### src/rtl/sc_mul_scheduler_if.sv
// rtl/sc_mul_scheduler_if.sv - requester, response and multiplier signals of sc_mul_scheduler
interface sc_mul_scheduler_if #(
    parameter int N_REQ     = 4,
    parameter int REG_WIDTH = 8
);
    localparam int IDW = $clog2(N_REQ);

    logic [N_REQ-1:0]           req_valid;
    logic [N_REQ-1:0]           req_ready;
    logic [N_REQ*REG_WIDTH-1:0] req_a;
    logic [N_REQ*REG_WIDTH-1:0] req_b;
    logic                       rsp_valid;
    logic                       rsp_ready;
    logic [IDW-1:0]             rsp_id;
    logic [REG_WIDTH-1:0]       rsp_x;
    logic                       rsp_err;
    logic                       mul_clr;
    logic [REG_WIDTH-1:0]       mul_a;
    logic [REG_WIDTH-1:0]       mul_b;
    logic                       mul_done;
    logic [REG_WIDTH-1:0]       mul_x;

    // scheduler side
    modport slave (
        input  req_valid, req_a, req_b, rsp_ready, mul_done, mul_x,
        output req_ready, rsp_valid, rsp_id, rsp_x, rsp_err, mul_clr, mul_a, mul_b
    );

    // requester / multiplier side
    modport master (
        output req_valid, req_a, req_b, rsp_ready, mul_done, mul_x,
        input  req_ready, rsp_valid, rsp_id, rsp_x, rsp_err, mul_clr, mul_a, mul_b
    );
endinterface

### src/rtl/sc_mul_scheduler.sv
// rtl/sc_mul_scheduler.sv - round-robin sharing of one stochastic multiplier (optional run timeout: SC_SCHED_TIMEOUT_EN)
module sc_mul_scheduler #(
    parameter int N_REQ     = 4,
    parameter int REG_WIDTH = 8,
    parameter int BSL       = 255,
    parameter int TIMEOUT   = BSL + 8
) (
    input  logic              clk,
    input  logic              rst,
    sc_mul_scheduler_if.slave bus
);
    localparam int IDW = $clog2(N_REQ);
`ifdef SC_SCHED_TIMEOUT_EN
    localparam int CW = $clog2(TIMEOUT + 1);
`else
    localparam int CW = 1;
`endif

    localparam logic [1:0] S_IDLE = 2'd0;
    localparam logic [1:0] S_CLR  = 2'd1;
    localparam logic [1:0] S_RUN  = 2'd2;
    localparam logic [1:0] S_RESP = 2'd3;

    if (N_REQ < 2 || N_REQ > 8) begin : g_bad_n_req
        $error("sc_mul_scheduler: N_REQ must be in 2..8");
    end
    if (TIMEOUT <= BSL + 2) begin : g_bad_timeout
        $error("sc_mul_scheduler: TIMEOUT must exceed the multiplier run length");
    end

    logic [1:0]           state;
    logic [IDW-1:0]       rr_ptr;
    logic [IDW-1:0]       grant;
    logic                 grant_found;
    logic [N_REQ-1:0]     ready;
    logic [IDW-1:0]       id_q;
    logic [REG_WIDTH-1:0] a_q;
    logic [REG_WIDTH-1:0] b_q;
    logic [REG_WIDTH-1:0] x_q;
    logic [CW-1:0]        cnt;
    logic                 done_ok;

    function automatic logic [IDW-1:0] wrap_add(input logic [IDW-1:0] base, input int step);
        int sum;
        sum = int'(base) + step;
        if (sum >= N_REQ) sum = sum - N_REQ;
        return IDW'(sum);
    endfunction

    // First valid requester at or after rr_ptr, wrapping around.
    always_comb begin
        grant_found = 1'b0;
        grant       = '0;
        for (int k = 0; k < N_REQ; k++) begin
            if (!grant_found && bus.req_valid[wrap_add(rr_ptr, k)]) begin
                grant_found = 1'b1;
                grant       = wrap_add(rr_ptr, k);
            end
        end
    end

    always_comb begin
        ready = '0;
        if (state == S_IDLE && grant_found) ready[grant] = 1'b1;
    end

    // A done still high from the previous operation is seen while cnt is zero.
    assign done_ok = bus.mul_done && (cnt != '0);

    always_ff @(posedge clk or posedge rst) begin
        if (rst) begin
            state  <= S_IDLE;
            rr_ptr <= '0;
            id_q   <= '0;
            a_q    <= '0;
            b_q    <= '0;
            x_q    <= '0;
            cnt    <= '0;
        end else begin
            case (state)
                S_IDLE: begin
                    if (grant_found) begin
                        a_q   <= bus.req_a[grant*REG_WIDTH +: REG_WIDTH];
                        b_q   <= bus.req_b[grant*REG_WIDTH +: REG_WIDTH];
                        id_q  <= grant;
                        state <= S_CLR;
                    end
                end
                S_CLR: begin
                    cnt   <= '0;
                    state <= S_RUN;
                end
                S_RUN: begin
`ifdef SC_SCHED_TIMEOUT_EN
                    cnt <= cnt + 1'b1;
                    if (done_ok) begin
                        x_q   <= bus.mul_x;
                        state <= S_RESP;
                    end else if (cnt == CW'(TIMEOUT - 1)) begin
                        x_q   <= '0;
                        state <= S_RESP;
                    end
`else
                    cnt <= 1'b1;
                    if (done_ok) begin
                        x_q   <= bus.mul_x;
                        state <= S_RESP;
                    end
`endif
                end
                S_RESP: begin
                    if (bus.rsp_ready) begin
                        rr_ptr <= wrap_add(id_q, 1);
                        state  <= S_IDLE;
                    end
                end
                default: state <= S_IDLE;
            endcase
        end
    end

`ifdef SC_SCHED_TIMEOUT_EN
    logic err_q;

    // Done wins over a simultaneous timeout, so err is set only on the abort path.
    always_ff @(posedge clk or posedge rst) begin
        if (rst) begin
            err_q <= 1'b0;
        end else if (state == S_RUN) begin
            if (done_ok) err_q <= 1'b0;
            else if (cnt == CW'(TIMEOUT - 1)) err_q <= 1'b1;
        end
    end

    assign bus.rsp_err = err_q;
`else
    assign bus.rsp_err = 1'b0;
`endif

    assign bus.req_ready = ready;
    assign bus.rsp_valid = (state == S_RESP);
    assign bus.rsp_id    = id_q;
    assign bus.rsp_x     = x_q;
    assign bus.mul_clr   = (state == S_CLR);
    assign bus.mul_a     = a_q;
    assign bus.mul_b     = b_q;
endmodule
### src/flat_wrapper.sv
// flat-port wrapper written by rule: the top's interface ports become plain ports
module sc_mul_scheduler_flat 
#(
    parameter int N_REQ     = 4,
    parameter int REG_WIDTH = 8,
    parameter int BSL       = 255,
    parameter int TIMEOUT   = BSL + 8
)
  (clk, rst, bus_req_valid, bus_req_a, bus_req_b, bus_rsp_ready, bus_mul_done, bus_mul_x, bus_req_ready, bus_rsp_valid, bus_rsp_id, bus_rsp_x, bus_rsp_err, bus_mul_clr, bus_mul_a, bus_mul_b);
  sc_mul_scheduler_if #(.N_REQ(N_REQ), .REG_WIDTH(REG_WIDTH)) bus_i ();
  input  logic clk;
  input  logic rst;
  input wire logic [$bits(bus_i.req_valid)-1:0] bus_req_valid;
  input wire logic [$bits(bus_i.req_a)-1:0] bus_req_a;
  input wire logic [$bits(bus_i.req_b)-1:0] bus_req_b;
  input wire logic [$bits(bus_i.rsp_ready)-1:0] bus_rsp_ready;
  input wire logic [$bits(bus_i.mul_done)-1:0] bus_mul_done;
  input wire logic [$bits(bus_i.mul_x)-1:0] bus_mul_x;
  output wire logic [$bits(bus_i.req_ready)-1:0] bus_req_ready;
  output wire logic [$bits(bus_i.rsp_valid)-1:0] bus_rsp_valid;
  output wire logic [$bits(bus_i.rsp_id)-1:0] bus_rsp_id;
  output wire logic [$bits(bus_i.rsp_x)-1:0] bus_rsp_x;
  output wire logic [$bits(bus_i.rsp_err)-1:0] bus_rsp_err;
  output wire logic [$bits(bus_i.mul_clr)-1:0] bus_mul_clr;
  output wire logic [$bits(bus_i.mul_a)-1:0] bus_mul_a;
  output wire logic [$bits(bus_i.mul_b)-1:0] bus_mul_b;
  assign bus_i.req_valid = bus_req_valid;
  assign bus_i.req_a = bus_req_a;
  assign bus_i.req_b = bus_req_b;
  assign bus_i.rsp_ready = bus_rsp_ready;
  assign bus_i.mul_done = bus_mul_done;
  assign bus_i.mul_x = bus_mul_x;
  assign bus_req_ready = bus_i.req_ready;
  assign bus_rsp_valid = bus_i.rsp_valid;
  assign bus_rsp_id = bus_i.rsp_id;
  assign bus_rsp_x = bus_i.rsp_x;
  assign bus_rsp_err = bus_i.rsp_err;
  assign bus_mul_clr = bus_i.mul_clr;
  assign bus_mul_a = bus_i.mul_a;
  assign bus_mul_b = bus_i.mul_b;
  sc_mul_scheduler #(.N_REQ(N_REQ), .REG_WIDTH(REG_WIDTH), .BSL(BSL), .TIMEOUT(TIMEOUT)) u_core (.clk(clk), .rst(rst), .bus(bus_i));
endmodule
### config.mk
export PLATFORM = sky130hd
export DESIGN_NAME = sc_mul_scheduler_flat
export DESIGN_NICKNAME = d
export VERILOG_FILES = /design/src/rtl/sc_mul_scheduler_if.sv /design/src/rtl/sc_mul_scheduler.sv /design/src/flat_wrapper.sv
export SDC_FILE = /design/constraint.sdc
export NUM_CORES = 1
export LEC_CHECK = 0
export ABC_AREA = 1
export BUFFER_PORTS_ARGS = -buffer_cell sky130_fd_sc_hd__buf_4
export CORE_UTILIZATION = 35
export CTS_CLUSTER_DIAMETER = 150
export CTS_CLUSTER_SIZE = 16
export DETAILED_ROUTE_END_ITERATION = 6
export GPL_TIMING_DRIVEN = 0
export MAX_ROUTING_LAYER = met4
export PLACE_DENSITY = 0.64
export SLEW_MARGIN = 20
export SYNTH_ARGS = -nofsm -noshare
export SYNTH_HDL_FRONTEND = slang
export SYNTH_SLANG_ARGS = --single-unit
### constraint.sdc
create_clock -name clk -period 4.6 [get_ports clk]
set_clock_uncertainty 0.2 [all_clocks]
set_input_delay 0.92 -clock clk [delete_from_list [all_inputs] [get_ports clk]]
set_output_delay 0.92 -clock clk [all_outputs]
set_load 0.02 [all_outputs]
==> summary.md, run 1 <==
| Metric | Value |
|---|---|
| H-tree depth | `2` |
| Post-cts hold buffer count | `0` |
| Worst path required time | `roughly 3500 ps` |
| Fillers | `approximately 690` |
| Clock Power Share | `under 10%` |
| CP startpoint kind | `primary input` |
| Netlist cell types | `22` |
| Row cnt | `29` |
| Yosys warning total | `0` |
| Leak | `0.001944 uW` |
| Syn Nets | `about 440` |
| Resized Gates After CTS | `0` |
| DRT iter0 DRCs | `approximately 120` |
| DIE HEIGHT | `about 83 um` |
| Fmax | `275.6 MHz` |
| Layout cell share with drive strength beyond 1 | `between 30% and 40%` |
| Internal Power | `approximately 1300 uW` |
| P per Cell Area | `a little over 800 mW/mm^2` |
| Cell family contributing the most delay on the critical path | `simple AND/OR/NAND/NOR gates` |
| Starting Density | `between 30 and 40%` |
| Type of the worst min-delay path | `flip-flop to flip-flop` |
| IO Count | `113` |
| Fin util | `52.02%` |
| HPWL after detailed placement | `about 5.3 mm` |
| Worst vdd ir | `approximately 0.37 mV` |
| Net count, final | `roughly 550` |
| Worst skew pair latency | `around 280 ps` |
| Largest stage delay, worst path | `approximately 170 ps` |
| Antenna Nets Post-Route | `0` |
| Crit end category | `output pin` |
| WL per Instance | `roughly 12 um` |
| Clock-pin slew on the worst setup and hold paths | `around 60 ps` |
| Crit-path max FO | `10` |
| Sink Count | `31` |
| Final hold viol count | `0` |
| Setup violations, final | `0` |
| Post-CTS setup buffer count | `0` |
| Mapped cell area | `0.002292 sq mm` |
| Post-synthesis area per instance | `between 6 and 7 sq um` |
| GRT overflow | `0` |
| # port buffers | `approximately 110` |
| DR pass1 iterations | `6` |
| Core Box Area | `0.006350 sq mm` |
| Gr usage total | `20.42%` |
| CTS max path bufs | `2` |
| Die area | `between 0.006 and 0.007 sq mm` |
| CP max-delay cell | `buf_6` |
| Initial antenna violation count | `0` |
| RePlAce Congestion | `roughly 0.82` |
| Syn Inst Count | `350` |
| Drt total wl | `6.609 mm` |
| CP Launch Point | `bus_req_valid[3]` |
| DIE WIDTH | `just over 80 um` |
| Sw Share | `~53%` |
| Largest net degree at the start of global routing | `32` |
| Combinational Power Share | `approximately three quarters` |
| Worst slew margin | `58.00%` |
| Setup Crit Path Kind | `primary input to output pin` |
| Net Switching | `1446 uW` |
| CTS root buffer | `clkbuf_8` |
| ANT cells | `0` |
| Number of global-route vias before repair | `2370` |
| Drt via density | `roughly 4.6` |
| Worst path arrival time | `approximately 2500 ps` |
| First-pass GRT wire length | `11.08 mm` |
| Worst-Margin Slew | `roughly 630 ps` |
| Via Count | `roughly 2500` |
| Unrepaired setup endpoints after global routing | `no` |
| TritonCTS clock tree | `done` |
| Hold Slack | `roughly 280 ps` |
| Commonest non-fill, non-tap cell in the layout | `nand2_1` |
| Fin crit period | `about 3600 ps` |
| Post-synthesis sequential area ratio | `33.84%` |
| Final critical-path share of the clock period | `between 70% and 80%` |
| Post-route setup TNS | `0 ps` |
| Top cell by count, worst path | `nand2_2` |
| Min-delay src | `u_core.bus.mul_b[4]` |
| Area Overhead vs Synth | `44.10%` |
| Slew Limit Fails | `0` |
| CP bufs+invs | `5` |
| Outcome | `finished clean` |
| Most frequent cells in the layout | `204 x nand2_1, 112 x buf_4, 38 x nand3_1` |
| Max_cap viols | `0` |
| Sequential power share | `about 18%` |
| Num CTS Buffers | `5` |
| RR Startpoint | `u_core.rr_ptr[1]` |
| Critical path cell sequence | `buf_4, inv_1, nand2_1, nand3_1, nand2_2, nor2_4, nand3_1, nand2_2, nand2_2, buf_6, inv_2, nand2_1, nor2_1, buf_4` |
| DRC | `0` |
| Seq cells post-synth | `31` |
-- flip-flops by register name (all words and copies together), names as in the netlist --
signal             cells
u_core.bus.mul_b       8
u_core.bus.rsp_id      2
u_core.rr_ptr          2
u_core.state           2
u_core.cnt             1
u_core.bus.mul_a       8
u_core.bus.rsp_x       8
-- synthesized netlist by cell type, drive strengths merged --
cell    number  area (sq um)
nand2      211         809.5
nand3       38         190.2
dfrtp       31         775.7
buf         16         120.1
inv         16         60.06
nor2        10         83.83
mux2         9         101.4
o21ai        7         35.03
ha           5         62.56
nor3         2         10.01
a21oi        1         5.000
conb         1         3.750
o211ai       1         7.510
o21bai       1         18.77
xnor2        1         8.760
-- metrics by stage --
stage          setup WS (ps)  std cells  total power (uW)  instance area [sq um]
5_1_grt                798.9        546              3040                   3303
6_report               971.1        546              2743                   3303
3_3_place_gp           993.9        538              2527                   3222
4_1_cts                959.1        546              2768                   3303
3_5_place_dp           967.9        538              2557                   3222
2_1_floorplan           1148        350              1953                   2292
-- cell type report --
class                           instances  area (sq um)  area share, %
Buffer                                 16         120.1          3.636
Clock buffer                            7         76.32          2.311
Clock inverter                          1         5.005         0.1515
Inverter                               16         60.06          1.818
Multi-Input combinational cell        287          1336          40.45
Sequential cell                        31         775.7          23.48
Tap cell                               77         96.34          2.917
Timing Repair Buffer                  111         833.3          25.23
-- tightest hold or removal path: stages, from the launching register on --
cell and delay (ps):
dfrtp_1 340, nand2_1 50, nand2_1 60
-- power by group through the flow --
| stage | Clock [uW] | Combinational (uW) | Sequential [uW] |
|---|---|---|---|
| finish | 200 | 2050 | 492 |
| global route | 220 | 2310 | 508 |
| CTS | 206 | 2070 | 494 |
| detailed placement | 0 | 2060 | 498 |
| global placement | 0 | 2030 | 492 |
| floorplan | 0 | 1340 | 611 |
-- kinds of logic (layout without fill, tap and decap cells) --
logic type / count (synthesis) / in the layout / share of synthesized area, %
other: 1 / 1 / 0.1636
DFF: 31 / 31 / 33.84
buffers and inverters: 32 / 151 / 7.860
muxes: 9 / 9 / 4.422
AOI/OAI and AO/OA: 10 / 10 / 2.893
and+or+nand+nor: 261 / 261 / 47.71
xor gates and xnor gates: 1 / 1 / 0.3822
adders and majority gates: 5 / 5 / 2.729
-- final timing paths --
check / endpoint / slack [ps] / cells past startpoint
worst min register to register: u_core.bus.mul_b[4] / 280 / 2
max in group asynchronous: u_core.bus.rsp_x[6] / 3270 / 2
min in group asynchronous: u_core.bus.mul_b[4] / 520 / 2
worst max register to register: u_core.bus.mul_b[4] / 2390 / 15
worst min-delay path: u_core.bus.mul_b[4] / 280 / 2
worst max-delay path: bus_req_ready[3] / 970 / 14
-- routing by layer --
| metal | global-route usage (%) | up-vias | wire, um |
|---|---|---|---|
| li1 | - | 1321 | - |
| met4 | 6.583 | 0 | 144 |
| met3 | 3.579 | 11 | 382 |
| met5 | - | - | 0 |
| met1 | 27.75 | 1110 | 3056 |
| met2 | 30.92 | 86 | 3025 |
Note: power is estimated with default switching activity, not from simulation.
==> run 2, diff against run 1 <==
--- a/config.mk
+++ b/config.mk
@@ -5,7 +5,7 @@
 export SDC_FILE = /design/constraint.sdc
 export NUM_CORES = 1
 export LEC_CHECK = 0
-export ABC_AREA = 1
+export ABC_AREA = 0
 export BUFFER_PORTS_ARGS = -buffer_cell sky130_fd_sc_hd__buf_4
 export CORE_UTILIZATION = 35
 export CTS_CLUSTER_DIAMETER = 150
@@ -13,7 +13,7 @@
 export DETAILED_ROUTE_END_ITERATION = 6
 export GPL_TIMING_DRIVEN = 0
 export MAX_ROUTING_LAYER = met4
-export PLACE_DENSITY = 0.64
+export PLACE_DENSITY = 0.67
 export SLEW_MARGIN = 20
 export SYNTH_ARGS = -nofsm -noshare
 export SYNTH_HDL_FRONTEND = slang
==> constraint.sdc (replaced) <==
create_clock -name clk -period 3.4 [get_ports clk]
set_clock_uncertainty 0.2 [all_clocks]
set_input_delay 0.68 -clock clk [delete_from_list [all_inputs] [get_ports clk]]
set_output_delay 0.68 -clock clk [all_outputs]
set_load 0.02 [all_outputs]
==> summary.md, run 2 <==
| Metric | Value |
|---|---|
| Outcome | `finished clean` |
| Drt via density | `between 4 and 5` |
| Area Overhead vs Synth | `56.16%` |
| Layout cell share with drive strength beyond 1 | `between 50% and 60%` |
| Post-synth top area cell | `dfrtp_1` |
| Cell family contributing the most delay on the critical path | `simple AND/OR/NAND/NOR gates` |
| Core Box Area | `0.005107 sq mm` |
| Hold Slack | `roughly 300 ps` |
| Slew Limit Fails | `0` |
| Synth top area cells | `dfrtp_1 42%, mux2i_1 17%, o221ai_1 5.7%, mux2_2 5.5%, nand2_1 4.3%` |
| Setup violations, final | `0` |
| Syn Inst Count | `between 150 and 200` |
| Post-synthesis sequential area ratio | `about two fifths` |
| # port buffers | `about 110` |
| Drt total wl | `4.862 mm` |
| Starting Density | `between 30 and 40%` |
| Setup Crit Path Kind | `primary input to output pin` |
| RePlAce Congestion | `approximately 0.71` |
| Post-synth top cells | `32 x mux2i_1, 31 x dfrtp_1, 21 x nand2_1` |
| Seq cells post-synth | `31` |
| CP max-delay cell | `nor4_1` |
| Placed insts | `340` |
| Worst slew margin | `a little under three fifths` |
| Worst vdd ir | `0.4190 mV` |
| Largest stage delay, worst path | `around 500 ps` |
| Critical path cell sequence | `buf_4, nor4_1, nand2b_1, buf_6, nor3_1, buf_4` |
| Clock-pin slew on the worst setup and hold paths | `70 ps` |
| Fillers | `roughly 450` |
| DRC | `0` |
| H-tree depth | `2` |
| Final critical-path share of the clock period | `a little over 80%` |
| Post-route setup TNS | `0 ps` |
| EDFF count, synth | `0` |
| Netlist cell types | `34` |
| HPWL after detailed placement | `about 3.8 mm` |
| WL per Instance | `approximately 14 um` |
| Crit-path max FO | `10` |
| Worst-Margin Slew | `around 670 ps` |
| Most frequent cell after synthesis | `mux2i_1` |
| DIE WIDTH | `between 70 and 80 um` |
| Row cnt | `26` |
| DRT iter0 DRCs | `between 70 and 80` |
| Antenna Nets Post-Route | `0` |
| ANT cells | `0` |
| Post-CTS setup buffer count | `0` |
| DIE HEIGHT | `between 70 and 80 um` |
| GRT overflow | `0` |
| CTS max path bufs | `2` |
| Final hold viol count | `0` |
| Resized Gates After CTS | `0` |
| Unrepaired setup endpoints after global routing | `no` |
| Worst path required time | `about 2500 ps` |
| Crit end category | `output pin` |
| Yosys warning total | `0` |
| Most frequent cells in the layout | `112 x buf_4, 32 x mux2i_1, 31 x dfrtp_1` |
| Post-cts hold buffer count | `0` |
| Max_cap viols | `0` |
| TritonCTS clock tree | `done` |
| First-pass GRT wire length | `roughly 7.4 mm` |
| Yosys top cell area share | `41.95%` |
| Synth Flop Type | `dfrtp_1` |
| Async SR Flop Fraction | `100.0%` |
| Final non-filler cell total | `approximately 350` |
| Worst skew pair latency | `between 200 and 300 ps` |
| Mapped cell area | `between 0.0015 and 0.002 sq mm` |
| Largest net degree at the start of global routing | `32` |
| Final setup margin | `582.5 ps` |
| Fmax | `~350 MHz` |
| Initial antenna violation count | `0` |
| Post-synthesis area per instance | `11.63 sq um` |
| DR pass1 iterations | `4` |
| Gr usage total | `18.18%` |
| CP startpoint kind | `primary input` |
| Syn Nets | `around 240` |
| P per Cell Area | `857.1 mW/mm^2` |
| IO Count | `around 110` |
| Top cell by count, worst path | `buf_4` |
| Commonest non-fill, non-tap cell in the layout | `buf_4` |
| Type of the worst min-delay path | `primary input to asynchronous set/reset pin` |
| Worst path arrival time | `approximately 1900 ps` |
| Sink Count | `31` |
| Number of global-route vias before repair | `1549` |
| Fin util | `56.54%` |
| Fin crit period | `2818 ps` |
| CTS root buffer | `clkbuf_8` |
| Net count, final | `362` |
| CP bufs+invs | `3` |
| Via Count | `1672` |
| Pre-CTS setup slack | `587.8 ps` |
| Leak | `around 0.0015 uW` |
| Die area | `0.005579 sq mm` |
| Num CTS Buffers | `5` |
==> run 2: path summary, 6_finish.rpt <==
| path | to | cells past startpoint | slack, ps | start |
|---|---|---|---|---|
| setup / recovery | bus_req_ready[3] | 6 | 580 | bus_req_valid[0] |
| hold / removal | u_core.bus.rsp_x[5] | 2 | 300 | rst |
| setup reg to reg | u_core.bus.mul_b[0] | 7 | 1500 | u_core.rr_ptr[0] |
| hold reg to reg | u_core.bus.mul_a[7] | 2 | 300 | u_core.bus.mul_a[7] |
| max in group asynchronous | u_core.bus.mul_a[0] | 2 | 2260 | rst |
| min in group clk | u_core.bus.mul_a[7] | 2 | 300 | u_core.bus.mul_a[7] |
==> run 2: report_power, final <==
group	leakage (uW)	internal, uW	switching (uW)
Clock	0.0000612	237	137
Sequential	0.000379	555	114
Combinational	0.00105	693	739
==> run 2: cells by family after synthesis <==
family | Yosys count | share of synthesized area (%)
buffers and inverters | 13 | 6.833
adder cells (fa/ha/maj) | 5 | 3.383
AO/OA/AOI/OAI | 31 | 14.88
XOR/XNOR | 1 | 0.4737
multiplexers | 41 | 22.80
flip-flops | 31 | 41.95
other | 1 | 0.2028
AND/OR/NAND/NOR | 36 | 9.473
==> run 2: layout make-up <==
cell class | instances | area, sq um | area share [%]
plain buffers | 9 | 111.4 | 3.856
clock buffers | 6 | 82.58 | 2.860
flip-flops and latches | 31 | 775.7 | 26.86
clock inverters | 2 | 35.03 | 1.213
well taps | 70 | 87.58 | 3.033
repair buffers | 111 | 833.3 | 28.86
multi-input cells | 115 | 947.2 | 32.80
inverters | 4 | 15.01 | 0.5199
==> run 2: through the flow <==
| stage | total power [uW] | instance area (sq um) |
|---|---|---|
| 6_report | 2475 | 2888 |
| 5_1_grt | 2651 | 2888 |
| 4_1_cts | 2510 | 2888 |
| 3_5_place_dp | 2125 | 2770 |
| 3_3_place_gp | 2102 | 2770 |
| 2_1_floorplan | 1614 | 1849 |
==> run 2: routing by layer <==
metal	vias up	wire length [um]	global-route usage [%]
met2	52	2479	28.23
li1	825	-	-
met5	-	0	-
met3	4	194	3.748
met1	791	2144	23.87
met4	0	44	5.660
